--- src/rtl/mult_reduce_arbiter.sv ---
// Round-robin arbiter that lends one mult_reduce datapath to NUM_REQ requesters, one whole burst at a time,
// and tags each returned result with its requester ID. Define MULT_REDUCE_ARB_FAST_REGRANT_EN for bubble-free regrant.
module mult_reduce_arbiter #(
   parameter int NUM_REQ       = 4,
   parameter int DATA_WIDTH    = 12,
   parameter int NUM_ELEMENTS  = 5,
   parameter int ID_FIFO_DEPTH = 2,
   parameter int ID_WIDTH      = $clog2(NUM_REQ)
) (
   input  logic                           clk,
   input  logic                           rst,
   input  logic [NUM_REQ-1:0]             req_valid_in,
   output logic [NUM_REQ-1:0]             req_ready_in,
   input  logic [NUM_REQ*DATA_WIDTH-1:0]  req_dataa_in,
   input  logic [NUM_REQ*DATA_WIDTH-1:0]  req_datab_in,
   output logic                           mr_valid_out,
   input  logic                           mr_ready_out,
   output logic [DATA_WIDTH-1:0]          mr_dataa_out,
   output logic [DATA_WIDTH-1:0]          mr_datab_out,
   input  logic                           mr_valid_in,
   output logic                           mr_ready_in,
   input  logic [2*DATA_WIDTH-1:0]        mr_result_in,
   output logic                           res_valid_out,
   input  logic                           res_ready_out,
   output logic [2*DATA_WIDTH-1:0]        res_result_out,
   output logic [ID_WIDTH-1:0]            res_id_out,
   output logic                           err_out
);

   localparam int CNT_WIDTH = (NUM_ELEMENTS > 1) ? $clog2(NUM_ELEMENTS) : 1;
   localparam int PTR_WIDTH = (ID_FIFO_DEPTH > 1) ? $clog2(ID_FIFO_DEPTH) : 1;
   localparam int OCC_WIDTH = $clog2(ID_FIFO_DEPTH + 1);

   typedef enum logic {IDLE, BURST} state_t;

   state_t               state, state_nxt;
   logic [ID_WIDTH-1:0]  grant, grant_nxt;
   logic [ID_WIDTH-1:0]  rr_ptr, rr_ptr_nxt, rr_after;
   logic [CNT_WIDTH-1:0] count, count_nxt;
   logic [ID_WIDTH:0]    pick;
   logic                 err;

   logic [ID_WIDTH-1:0]  fifo_mem [ID_FIFO_DEPTH];
   logic [PTR_WIDTH-1:0] wr_ptr, rd_ptr;
   logic [OCC_WIDTH-1:0] occ;
   logic                 fifo_empty, push, pop;

`ifdef MULT_REDUCE_ARB_FAST_REGRANT_EN
   logic [ID_WIDTH:0]    regrant;
   logic [OCC_WIDTH:0]   occ_after_push;
`endif

   // Returns {found, index} of the first valid requester at or after start, wrapping at NUM_REQ.
   function automatic logic [ID_WIDTH:0] rr_pick(input logic [NUM_REQ-1:0] valid,
                                                 input logic [ID_WIDTH-1:0] start);
      logic                found;
      logic [ID_WIDTH-1:0] idx;
      logic [ID_WIDTH-1:0] cand;
      found = 1'b0;
      idx   = '0;
      for (int i = 0; i < NUM_REQ; i++) begin
         cand = ID_WIDTH'((int'(start) + i) % NUM_REQ);
         if (!found && valid[cand]) begin
            found = 1'b1;
            idx   = cand;
         end
      end
      return {found, idx};
   endfunction

   assign rr_after = (grant == ID_WIDTH'(NUM_REQ - 1)) ? '0 : grant + 1'b1;
   assign pick     = rr_pick(req_valid_in, rr_ptr);

   // NOTE: every output of this block gets a default first, so no path can infer a latch.
   always_comb begin
      state_nxt    = state;
      grant_nxt    = grant;
      rr_ptr_nxt   = rr_ptr;
      count_nxt    = count;
      push         = 1'b0;
      req_ready_in = '0;
      mr_valid_out = 1'b0;
      mr_dataa_out = '0;
      mr_datab_out = '0;
`ifdef MULT_REDUCE_ARB_FAST_REGRANT_EN
      regrant        = rr_pick(req_valid_in, rr_after);
      occ_after_push = {1'b0, occ} + (OCC_WIDTH+1)'(1) - (OCC_WIDTH+1)'(pop);
`endif
      case (state)
         IDLE: begin
            if (pick[ID_WIDTH] && (occ < OCC_WIDTH'(ID_FIFO_DEPTH))) begin
               grant_nxt = pick[ID_WIDTH-1:0];
               state_nxt = BURST;
            end
         end
         BURST: begin
            mr_valid_out        = req_valid_in[grant];
            mr_dataa_out        = req_dataa_in[grant*DATA_WIDTH +: DATA_WIDTH];
            mr_datab_out        = req_datab_in[grant*DATA_WIDTH +: DATA_WIDTH];
            req_ready_in[grant] = mr_ready_out;
            if (mr_valid_out && mr_ready_out) begin
               if (count == CNT_WIDTH'(NUM_ELEMENTS - 1)) begin
                  push       = 1'b1;
                  count_nxt  = '0;
                  rr_ptr_nxt = rr_after;
                  state_nxt  = IDLE;
`ifdef MULT_REDUCE_ARB_FAST_REGRANT_EN
                  // The push of this cycle counts against the slot check for the next winner.
                  if (regrant[ID_WIDTH] && (occ_after_push < (OCC_WIDTH+1)'(ID_FIFO_DEPTH))) begin
                     grant_nxt = regrant[ID_WIDTH-1:0];
                     state_nxt = BURST;
                  end
`endif
               end else begin
                  count_nxt = count + 1'b1;
               end
            end
         end
         default: state_nxt = IDLE;
      endcase
   end

   // NOTE: state registers use non-blocking assignments so every flop samples pre-edge values.
   always_ff @(posedge clk or negedge rst) begin
      if (!rst) begin
         state  <= IDLE;
         grant  <= '0;
         rr_ptr <= '0;
         count  <= '0;
      end else begin
         state  <= state_nxt;
         grant  <= grant_nxt;
         rr_ptr <= rr_ptr_nxt;
         count  <= count_nxt;
      end
   end

   // Result path: results return in burst order, so the FIFO head owns the current result.
   assign fifo_empty     = (occ == '0);
   assign res_valid_out  = mr_valid_in & ~fifo_empty;
   assign res_result_out = mr_result_in;
   assign res_id_out     = fifo_mem[rd_ptr];
   assign mr_ready_in    = res_ready_out;
   assign pop            = res_valid_out & res_ready_out;
   assign err_out        = err;

   // NOTE: ID storage is left unreset; occupancy gates every read, so stale entries are never used.
   always_ff @(posedge clk) begin
      if (push) begin
         fifo_mem[wr_ptr] <= grant;
      end
   end

   always_ff @(posedge clk or negedge rst) begin
      if (!rst) begin
         wr_ptr <= '0;
         rd_ptr <= '0;
         occ    <= '0;
         err    <= 1'b0;
      end else begin
         if (push) begin
            wr_ptr <= (wr_ptr == PTR_WIDTH'(ID_FIFO_DEPTH - 1)) ? '0 : wr_ptr + 1'b1;
         end
         if (pop) begin
            rd_ptr <= (rd_ptr == PTR_WIDTH'(ID_FIFO_DEPTH - 1)) ? '0 : rd_ptr + 1'b1;
         end
         case ({push, pop})
            2'b10:   occ <= occ + 1'b1;
            2'b01:   occ <= occ - 1'b1;
            default: occ <= occ;
         endcase
         // A result with no committed burst behind it is a protocol violation; it still drains.
         if (mr_valid_in && fifo_empty) begin
            err <= 1'b1;
         end
      end
   end

endmodule

--- config.mk ---
export PLATFORM = sky130hd
export DESIGN_NAME = mult_reduce_arbiter
export DESIGN_NICKNAME = d
export VERILOG_FILES = /design/src/rtl/mult_reduce_arbiter.sv
export SDC_FILE = /design/constraint.sdc
export NUM_CORES = 1
export LEC_CHECK = 0
export CAP_MARGIN = 20
export CORE_ASPECT_RATIO = 1.2
export CORE_MARGIN = 2
export CORE_UTILIZATION = 33
export DETAILED_ROUTE_END_ITERATION = 6
export PLACE_DENSITY_LB_ADDON = 0.2
export SYNTH_ARGS = -nofsm -noshare
export SYNTH_HDL_FRONTEND = slang
export SYNTH_SLANG_ARGS = --single-unit
--- constraint.sdc ---
create_clock -name clk -period 4.3 [get_ports clk]
set_input_delay 0.86 -clock clk [delete_from_list [all_inputs] [get_ports clk]]
set_output_delay 0.86 -clock clk [all_outputs]
set_load 0.01 [all_outputs]
==> impl_metrics.py, run 1 <==
metrics = {
    "layout": {
        "insertedDiodeCount": 0,
        "syn2layout_area_growth_pct": 68.4,
        "final_nets": 409,
        "drive_above_1_share_pct": 13.6,
    },
    "clocking": {
        "tritoncts_clock_tree": "yes",
        "cts_buffers": 3,
        "clock_sink_count": 17,
        "clkSlewWorstSetupHoldPaths_ns": 0.06,
        "clk_root_buffer_cell": "clkbuf_8",
        "postCtsResizedCells": 0,
        "max-clock-path-buffers": 2,
        "cts_setup_buffers": 0,
        "cts.hold.buffers_added": 0,
        "worst_skew_pair.late_latency_ns": 0.25,
        "h-tree-depth": 1,
    },
    "timing": {
        "max_freq_mhz": 290,
        "max_slew_margin_pct": 45.0,
        "timing.final.hold_violations": 0,
        "hold_ws_ns": 0.465,
        "setup_tns_ns": 0,
        "timing.final.ws_setup_ns": 0.849,
        "worst-slew-pin-transition_ns": 0.825,
        "unrepaired_setup_endpoints_after_global_routing": "false",
        "slew_violations": 0,
        "min_period_ns": 3.45,
        "setup_viol": 0,
        "skew_ns": 0.00354,
        "layout_worst_path_cycle_share_pct": 80.3,
    },
    "logic_synthesis": {
        "synth.cells.most_frequent": "and2_1, buf_4, mux4_2, dfrtp_1, ha_1",
        "ys_async_sr_fraction_pct": 76.5,
        "syn_area_per_cell_um2": 11.7,
        "synth-seq-area-share_pct": 23.6,
        "synth_enable_flop_cells": 4,
        "ys_warn_count": 0,
        "post_synth_main_area_contributors": "mux4_2, dfrtp_1, buf_4",
        "synth_largest_type_area_fraction_pct": 23.8,
        "synth.largest_area_cell": "mux4_2",
        "postSynthNetCount": 297,
        "synth.lib_cells_used.distinct": 35,
        "post_syn_area_mm2": 0.00189,
        "synth_most_common_cell": "and2_1",
        "yosys_register_bits": 17,
        "synth_top_flop_cell": "dfrtp_1",
        "netlist_instances": 161,
    },
    "floorplanning": {
        "ios": 187,
        "row_count": 30,
        "design.die.area_mm2": 0.00635,
        "die_h_um": 86.9,
        "core_mm2": 0.00559,
        "fp.dieW_um": 73.1,
        "start_util_pct": 33.8,
    },
    "worst_hold_path": {
        "hold_depth": 1,
        "worst_hold_startpoint": "err_out",
        "hp-class": "register to register",
    },
    "route": {
        "route.detailed.vias_per_inst": 5.17,
        "wl_met2_um": 2830,
        "detail_route.wirelength.met1_um": 2180,
        "detailed_route_via_count": 1736,
        "antenna_violating_nets_post_route": 0,
        "detail_route.drc_violations": 0,
        "drt_pass1_iterations": 4,
        "avgRoutedWirePerCell_um": 17.5,
        "maxUsedRoutingLayer": "met4",
        "finalWirelength_um": 5870,
        "met3RoutedLength_um": 743,
        "detail_route.iter0.violations": 62,
    },
    "pwr": {
        "cellPowerDensity_mw_per_mm2": 469,
        "power.static_leakage_uw": 0.00120,
        "max-vdd-ir-drop_uv": 203,
    },
    "setup_path": {
        "critPathArrivalTime_ns": 2.59,
        "worst_r2r_path_depth": 5,
        "worst-setup-path-type": "input port to output port",
        "setup.worst_path.end_class": "output port",
        "worst_flop_to_flop_path_startpoint": "grant[1]",
        "cp.required_ns": 3.44,
        "critical_path_peak_fanout": 6,
        "startpoint_type": "input port",
        "crit_start": "req_valid_in[3]",
    },
    "place": {
        "dpl_worst_slack_ns": 0.863,
        "io_buffers": 138,
        "routability_driven_placement_congestion_ratio": 0.847,
        "dpl.hpwl_um": 4870,
    },
    "run": {
        "max-cap-violations": 0,
    },
    "grt": {
        "grt_use_total_pct": 17.9,
        "first_global_vias": 1829,
        "grt_first_pass_wirelength_um": 8660,
        "global_route.overflow_total": 0,
        "largest_net_degree_at_the_start_of_global_routing": 33,
        "grt_antenna_before_repair": 0,
    },
    "outcome": {
        "run_status": "complete, no violations",
    },
}
[placed cells by master, fill, tap and decap left out, types with 3 or more instances in the layout]
| cell | Yosys | routed |
|---|---|---|
| and2_1 | 29 | 29 |
| and3_1 | 4 | 4 |
| buf_4 | 26 | 3 |
| clkbuf_8 | 0 | 3 |
| clkdlybuf4s50_1 | 0 | 138 |
| dfrtp_1 | 13 | 12 |
| edfxtp_1 | 4 | 4 |
| ha_1 | 7 | 7 |
| inv_1 | 5 | 5 |
| mux2_2 | 4 | 4 |
| mux4_1 | 5 | 5 |
| mux4_2 | 20 | 20 |
| nor2_1 | 5 | 5 |
| o21ai_0 | 4 | 4 |
| xnor2_1 | 3 | 3 |
[metal layers]
layer,global-route usage (%),up-vias
li1,-,795
met1,21.7,813
met2,28.5,111
met3,7.29,17
met4,6.06,0
met5,0,-
[per-stage QoR]
step                      total power (uW)  cells  instance area (um^2)  util [%]
after global placement                1380    332                  3140      56.1
after global routing                  1600    336                  3180      56.9
after detailed placement              1390    332                  3140      56.1
after CTS                             1510    336                  3180      56.9
final                                 1490    336                  3180      56.9
after floorplan                        933    161                  1890         -
[critical path: stages]
cell and delay (ns):
clkdlybuf4s50_1 0.49, mux4_2 0.58, and2_1 0.19, clkdlybuf4s50_1 0.47
[layout make-up]
type                            count  area (um^2)
Inverter                            5         18.8
Timing Repair Buffer              141         1400
Fill cell                         494         2410
Tap cell                           64         80.1
Sequential cell                    17          447
Clock buffer                        4         45.0
Multi-Input combinational cell    105         1190
[power by group]
part           internal, uW  switching [uW]  leakage (uW)
combinational           669             358      0.000990
clock                  65.8            52.9     0.0000228
sequential              227             119      0.000187
[flip-flops by register name, indices dropped and copies added, names as in the netlist]
| register | flops |
|---|---|
| count | 3 |
| err_out | 1 |
| fifo_mem | 4 |
| grant | 2 |
| occ | 2 |
| rd_ptr | 1 |
| rr_ptr | 2 |
| state | 1 |
| wr_ptr | 1 |
[final timing paths]
kind / to / slack [ns]
setup / recovery: mr_valid_out / 0.85
hold / removal: err_out / 0.46
setup reg to reg: occ[1] / 2.12
hold reg to reg: err_out / 0.46
max in group asynchronous: grant[0] / 2.89
min in group asynchronous: rd_ptr / 0.99
[cell families (layout without fill, tap and decap cells)]
| group | count (synthesis) | count (layout) | share of synthesized area, % |
|---|---|---|---|
| buf+inv | 39 | 150 | 13.5 |
| flops | 17 | 17 | 23.6 |
| simple gates | 47 | 47 | 15.6 |
| xor+xnor | 5 | 5 | 2.32 |
| mux | 32 | 32 | 35.3 |
| compound gates | 14 | 14 | 5.10 |
| fa+ha+maj | 7 | 7 | 4.63 |
(Power assumes the default switching activity.)
==> run 2: changes to the inputs <==
- CORE_UTILIZATION: 33 -> 27
- clock period: 4.3 -> 3.1 ns (I/O delays scaled with it)
==> run 2 against run 1 <==
Compared with the run above:
- wire length shrank 4.4%
- combinational power grew 43%
- total power grew 40%
- core utilization shrank 9.1 points
- sequential share of layout area shrank 0.33 points
- worst hold slack lost 0.011 ns
- non-clock buffer count grew 3
- largest power group unchanged
- highest routed layer unchanged
==> impl_metrics.py, run 2 (same netlist as run 1, synthesis figures left out) <==
metrics = {
    "setup_path": {
        "timing.critical_path.slowest_cell_delay_ns": 0.52,
        "worst_path_dominant_cell_family": "buffers and inverters",
        "critical_path_peak_fanout": 4,
        "path_buf_inv": 2,
        "most_frequent_cell_on_the_critical_path": "clkdlybuf4s50_1",
        "startpoint_type": "input port",
        "critPathArrivalTime_ns": 2.30,
        "timing.critical_path.depth": 4,
        "setup.worst_path.end_class": "output port",
        "crit_path_top_delay_cell": "mux4_2",
        "cp.required_ns": 2.48,
        "worst_r2r_path_depth": 5,
        "worst-setup-path-type": "input port to output port",
        "critical_path.cell_chain": "clkdlybuf4s50_1 > mux4_2 > and2_1 > clkdlybuf4s50_1",
    },
    "grt": {
        "largest_net_degree_at_the_start_of_global_routing": 33,
        "first_global_vias": 1784,
        "global_route.overflow_total": 0,
        "grt_first_pass_wirelength_um": 8580,
        "grt_use_total_pct": 14.3,
        "grt_antenna_before_repair": 0,
    },
    "floorplanning": {
        "ios": 187,
        "core_mm2": 0.00681,
        "design.die.area_mm2": 0.00769,
        "start_util_pct": 27.8,
        "die_h_um": 95.7,
        "fp.dieW_um": 80.4,
        "row_count": 33,
    },
    "place": {
        "dpl.hpwl_um": 4740,
        "io_buffers": 138,
        "routability_driven_placement_congestion_ratio": 0.708,
    },
    "route": {
        "met3RoutedLength_um": 569,
        "antenna_violating_nets_post_route": 0,
        "route.detailed.vias_per_inst": 4.79,
        "finalWirelength_um": 5610,
        "maxUsedRoutingLayer": "met4",
        "drt_pass1_iterations": 4,
        "detail_route.drc_violations": 0,
        "detail_route.wirelength.met1_um": 2090,
        "avgRoutedWirePerCell_um": 15.5,
        "wl_met2_um": 2890,
        "detailed_route_via_count": 1734,
        "detail_route.iter0.violations": 46,
    },
    "pwr": {
        "cellPowerDensity_mw_per_mm2": 642,
        "report.power.total_uw": 2090,
        "max-vdd-ir-drop_uv": 306,
        "power.static_leakage_uw": 0.00122,
    },
    "layout": {
        "final_nets": 412,
        "layout.core_utilization_pct": 47.9,
        "biggestRegsByFlops": "fifo_mem (4), count (3)",
        "syn2layout_area_growth_pct": 72.5,
        "largest_reg_flops": 4,
        "layout.area.seq_um2": 447,
        "layout.filler_cells": 646,
        "biggest_register": "fifo_mem",
        "final_common_cell": "clkdlybuf4s50_1",
        "insertedDiodeCount": 0,
        "drive_above_1_share_pct": 14.5,
        "commonest_non_fill_non_tap_cells_in_the_layout": "clkdlybuf4s50_1, and2_1, mux4_2",
        "multiInputGateArea_mm2": 0.00119,
    },
    "clocking": {
        "postCtsResizedCells": 0,
        "tritoncts_clock_tree": "yes",
        "cts_setup_buffers": 0,
        "cts_buffers": 3,
        "clkSlewWorstSetupHoldPaths_ns": 0.07,
        "cts.hold.buffers_added": 0,
        "worst_skew_pair.late_latency_ns": 0.25,
        "h-tree-depth": 1,
        "max-clock-path-buffers": 2,
        "clk_root_buffer_cell": "clkbuf_8",
        "clock_sink_count": 17,
    },
    "run": {
        "max-cap-violations": 0,
    },
    "worst_hold_path": {
        "hold_depth": 1,
        "hp-class": "register to register",
    },
    "timing": {
        "setup_tns_ns": 0,
        "slew_violations": 0,
        "setup_viol": 0,
        "max_freq_mhz": 342,
        "worst-slew-pin-transition_ns": 0.835,
        "layout_worst_path_cycle_share_pct": 94.2,
        "timing.final.hold_violations": 0,
        "min_period_ns": 2.92,
        "max_slew_margin_pct": 44.3,
        "skew_ns": 0.00678,
        "unrepaired_setup_endpoints_after_global_routing": "false",
    },
    "outcome": {
        "run_status": "complete, no violations",
    },
}
## run 2: cell count changes in the layout (fill, tap and decap cells not counted)
cell	change
buf_4	+1
buf_12	+2
## run 2: worst paths after layout
kind,from,to,slack (ns)
hold reg to reg,err_out,err_out,0.45
max in group asynchronous,rst,grant[0],1.93
setup reg to reg,state,occ[1],0.98
min in group asynchronous,rst,grant[1],0.75
hold / removal,err_out,err_out,0.45
setup / recovery,req_valid_in[0],mr_valid_out,0.18
## run 2: power by group
| group | switching, uW | internal [uW] |
|---|---|---|
| sequential | 150 | 315 |
| clock | 70.0 | 91.0 |
| combinational | 511 | 956 |
| total | 731 | 1360 |
## run 2: per-layer routing
metal	track usage (%)	vias to the layer above
met5	0	-
met4	1.98	0
met2	25.7	103
met3	6.34	8
li1	-	804
met1	15.9	819
## run 2: through the flow
step	hold slack (ns)	cells	worst slack, ns	area, um^2
2_1_floorplan	0.324	161	0.969	1890
5_1_grt	0.492	362	0.143	3260
3_5_place_dp	0.444	358	0.157	3220
3_3_place_gp	0.444	358	0.162	3220
4_1_cts	0.459	362	0.150	3260
6_report	0.454	362	0.178	3260
## run 2: cell type report
type,count,area share (%)
Timing Repair Buffer,144,44.5
Multi-Input combinational cell,105,36.5
Sequential cell,17,13.7
Tap cell,87,3.34
Clock buffer,4,1.38
Inverter,5,0.576
## run 2: worst reg2reg max path, delay by kind of cell, from the launching register on
family | cells | cell delay, ns
xor+xnor | 1 | 0.15
fa+ha+maj | 1 | 0.37
flops | 1 | 0.88
simple gates | 3 | 0.65
==> RTL change 1 (config.mk and constraints of run 1) <==
Register the output `err_out` once more; this adds one clock of latency there. The other outputs are not delayed to match.
--- a/src/rtl/mult_reduce_arbiter.sv
+++ b/src/rtl/mult_reduce_arbiter.sv
@@ -142,7 +142,9 @@
    assign res_id_out     = fifo_mem[rd_ptr];
    assign mr_ready_in    = res_ready_out;
    assign pop            = res_valid_out & res_ready_out;
-   assign err_out        = err;
+   always_ff @(posedge clk) begin
+      err_out <= err;
+   end
 
    // NOTE: ID storage is left unreset; occupancy gates every read, so stale entries are never used.
    always_ff @(posedge clk) begin
Function: changed (a bounded check fails within 4 cycles, from zero or initial values and one cycle with rst low).
==> RTL change 1 against run 1 <==
Maximum frequency decreased by 0.90%; register-to-register slack got worse by 0.18 ns; routed wire length decreased by 5.9%; final area increased by 0.63%; sequential cell count increased by 1; largest cell class unchanged; critical path type unchanged; power increased by 0.72%; synthesized area increased by 1.1%; worst setup slack got worse by 0.031 ns; sequential power increased by 6.4%; critical path depth unchanged.
==> RTL change 1: results (changes against run 1) <==
Slowest cell on crit path=mux4_2 (unchanged); ANT cells=0 (unchanged); worst-skew pair later-pin latency=0.25 ns (about the same); clock-pin slew on the worst setup and hold paths=0.07 ns; layout cells sized above 1=13.6% (about the same); DRT Pass-1 Iters=4 (unchanged); pin count of the biggest net entering global routing=33 (unchanged); DP HPWL=4590 um (was 4870 um); DR WL/cell=16.4 um (was 17.5 um); most instantiated cells after synthesis=and2_1, buf_4, mux4_2 (unchanged); Largest stage delay, worst path=0.58 ns (about the same); Hold Path Cell Cnt=0 (was 1); critical path peak fanout=6 (unchanged); reg2reg setup slack=1.94 ns (was 2.12 ns); antenna violations before repair=0 (unchanged); main flop type after synthesis=dfrtp_1 (unchanged); register area share after synthesis=24.4% (was 23.6%); CTS buffer count=3 (unchanged); Regs by FF count=fifo_mem x4, count x3 (unchanged); count of different cell masters after synthesis=36 (was 35); vias in the first global route=1,862 (was 1,829); first-pass GRT wire length=8760 um (was 8660 um); critical path arrival=2.62 ns (was 2.59 ns); RePlAce Congestion=0.763 (was 0.847); skew final=0.00149 ns (was 0.00354 ns); IO Port Bufs=138 (unchanged); status=finished clean (unchanged); Reg2Reg Depth=5 (unchanged); net count after synthesis=298 (was 297); ys async rst share=72.2% (was 76.5%); Iteration-0 DRC Markers=75 (was 62); via count=1,756 (was 1,736); Gates resized, CTS repair=0 (unchanged); relative slew slack=46.8% (was 45.0%); H-tree Lvls=1 (unchanged); fin nets=410 (was 409); VDD IR max=0.202 mV (was 0.203 mV); most common cell after layout, fill and taps aside=clkdlybuf4s50_1 (unchanged); postcts setup bufs=0 (unchanged); Min-Delay Path Class=reg -> reg (unchanged); clk root buf=clkbuf_8 (unchanged); Leakage=1.21 nW (was 1.20 nW); number of enable flip-flop cells after synthesis=4 (unchanged); Area contributors post-synth=mux4_2, dfrtp_1, buf_4 (unchanged); Syn. warnings=0 (unchanged); GRT Overall Usage=17.4% (was 17.9%); Filler Cell Count=509 (was 494); Longest Clk Path Bufs=2 (unchanged)
==> RTL change 1: changes by cell type in the layout (fill, tap and decap cells not counted) <==
cell             run 1  this run
clkbuf_1             1         0
clkinv_1             0         1
dfxtp_1              0         1
==> RTL change 1: where the power goes <==
| group | total, mW | internal, mW | switching, mW |
|---|---|---|---|
| combinational | 1.02 | 0.668 | 0.347 |
| sequential | 0.368 | 0.236 | 0.132 |
| clock | 0.120 | 0.0635 | 0.0565 |
==> RTL change 1: routing by layer <==
metal  wire, um  vias to the layer above  share of wire, %  global-route usage [%]
li1           -                      794                 -                       -
met1       2030                      859                37                    19.8
met2       2990                       95                54                    31.3
met3        437                        8               7.9                    5.56
met4         72                        0               1.3                    3.80
met5          0                        -                 0                       0
==> RTL change 1: kinds of logic after synthesis <==
family / share of synthesized area, %
AO/OA/AOI/OAI: 5.04
flip-flops: 24.4
AND/OR/NAND/NOR: 15.5
buffers and inverters: 13.4
adder cells (fa/ha/maj): 4.58
multiplexers: 34.9
XOR/XNOR: 2.29
==> RTL change 1: worst paths after layout <==
check,from,endpoint
worst max-delay path,req_valid_in[3],mr_valid_out
worst min-delay path,err$_DFFE_PN0P_,err_out$_DFF_P_
worst max register to register,grant[0]$_DFFE_PN0P_,occ[1]$_DFFE_PN0P_
worst min register to register,err$_DFFE_PN0P_,err_out$_DFF_P_
max in group asynchronous,rst,grant[0]$_DFFE_PN0P_
min in group asynchronous,rst,rd_ptr$_DFFE_PN0P_
==> RTL change 1: layout make-up <==
class                   count  area (um^2)  share of cell area, %
clock buffers               3         41.3                   1.29
clock inverters             1         3.75                  0.117
inverters                   5         18.8                  0.586
multi-input cells         105         1190                   37.1
flip-flops and latches     18          467                   14.6
well taps                  64         80.1                   2.50
repair buffers            141         1400                   43.8
==> RTL change 1: worst max-delay path, delay by kind of cell <==
family | cells | cell delay, ns
mux | 1 | 0.58
buf+inv | 2 | 0.99
simple gates | 1 | 0.19
==> RTL change 1: stage by stage <==
step | area, um^2 | util (%) | instances | hold WS [ns] | setup WS (ns)
after floorplan | 1910 | - | 162 | 0.349 | 1.85
after global placement | 3160 | 56.1 | 333 | 0.355 | 0.825
after detailed placement | 3160 | 56.1 | 333 | 0.361 | 0.802
after CTS | 3200 | 56.9 | 337 | 0.377 | 0.805
after global routing | 3200 | 56.9 | 337 | 0.387 | 0.734
final | 3200 | 56.9 | 337 | 0.374 | 0.817
==> RTL change 2 (flow settings as in run 1) <==
Without the edit above. Change the parameter `ID_FIFO_DEPTH` from 2 to 4.
--- a/src/rtl/mult_reduce_arbiter.sv
+++ b/src/rtl/mult_reduce_arbiter.sv
@@ -4,7 +4,7 @@
    parameter int NUM_REQ       = 4,
    parameter int DATA_WIDTH    = 12,
    parameter int NUM_ELEMENTS  = 5,
-   parameter int ID_FIFO_DEPTH = 2,
+   parameter int ID_FIFO_DEPTH = 4,
    parameter int ID_WIDTH      = $clog2(NUM_REQ)
 ) (
    input  logic                           clk,
Formal check against the unedited RTL: no difference found for any inputs over 4 cycles, from zero or initial values and one cycle with rst low; that may be too few to reach the edited logic, so the function may still have changed.
==> RTL change 2 against run 1 <==
Final area up 13%; clock skew is 0.0033 ns higher; first-iteration DRC count is 4.8% higher; critical path depth unchanged; routed wire length is 16% higher; non-clock buffer count is 1 lower; sequential cell count is 7 higher; worst setup slack improved by 0.036 ns; register-to-register slack worse by 0.75 ns; synthesized area up 20%; synthesized cell count grew 22%; power grew 23%; critical path type unchanged; critical endpoint unchanged; largest power group unchanged; highest routed layer unchanged.
==> RTL change 2: results (changes against run 1) <==
status=finished clean (unchanged); multiplexer share of the synthesized area=31.7% (was 35.3%); nonclk buf count=140 (was 141); pin count of the biggest net entering global routing=34 (was 33); final non-filler cell total=392 (was 336); sw power=0.658 mW (was 0.530 mW); DR WL/cell=17.4 um (was 17.5 um); worst-skew pair later-pin latency=0.27 ns (was 0.25 ns); critical path arrival=2.56 ns (was 2.59 ns); invs w/o clock=12 (was 5); NonClk Buf Share=39.5% (was 44.1%); vias in the first global route=1,866 (was 1,829); Largest stage delay, worst path=0.52 ns (was 0.58 ns); GRT Overall Usage=17.2% (was 17.9%); fraction of area in multi-input gates=37.2% (was 37.4%); ys async rst share=66.7% (was 76.5%); Post-Syn Instances=196 (was 161); pre-CTS setup slack=0.890 ns (was 0.863 ns); Synth Area in Compound Gates=4.62% (was 5.10%); share of the synthesized area in the top cell type=26.7% (was 23.8%); Iteration-0 DRC Markers=65 (was 62); Leakage=1.37 nW (was 1.20 nW); synthesized flop and latch total=24 (was 17); register area share after synthesis=28.2% (was 23.6%); RePlAce Congestion=0.806 (was 0.847); Area contributors post-synth=mux4_2, dfrtp_1, edfxtp_1 (was mux4_2, dfrtp_1, buf_4); ClkCell Share=1.25% (was 1.41%); measured slew at the worst slew-check pin=0.919 ns (was 0.825 ns); multi-input gate count=125 (was 105); Reg2Reg Depth=10 (was 5); Hold WS=0.456 ns (was 0.465 ns); first-pass GRT wire length=9920 um (was 8660 um); comb pwr=1.23 mW (was 1.03 mW); Filler Cell Count=625 (was 494); net count after synthesis=338 (was 297)
## RTL change 2: changes by cell type in the layout (fill, tap and decap cells not counted), sizes merged, moves of 2 or more
| cell | before | now |
|---|---|---|
| a21oi | 2 | 4 |
| dfrtp | 13 | 16 |
| edfxtp | 4 | 8 |
| ha | 7 | 12 |
| inv | 5 | 12 |
| mux2i | 1 | 3 |
| mux4 | 25 | 27 |
| nand2 | 1 | 9 |
| nor2 | 5 | 7 |
| o22ai | 0 | 2 |
| o2bb2ai | 2 | 0 |
| or2 | 2 | 0 |
| xnor2 | 3 | 1 |
## RTL change 2: routing by layer
| metal | global-route usage, % | share of wire, % | wire (um) | vias up |
|---|---|---|---|---|
| li1 | - | - | - | 901 |
| met2 | 30.3 | 53 | 3590 | 85 |
| met4 | 6.36 | 2.9 | 197 | 0 |
| met1 | 20.0 | 36 | 2450 | 914 |
| met3 | 4.49 | 8.6 | 589 | 12 |
| met5 | 0 | 0 | 0 | - |
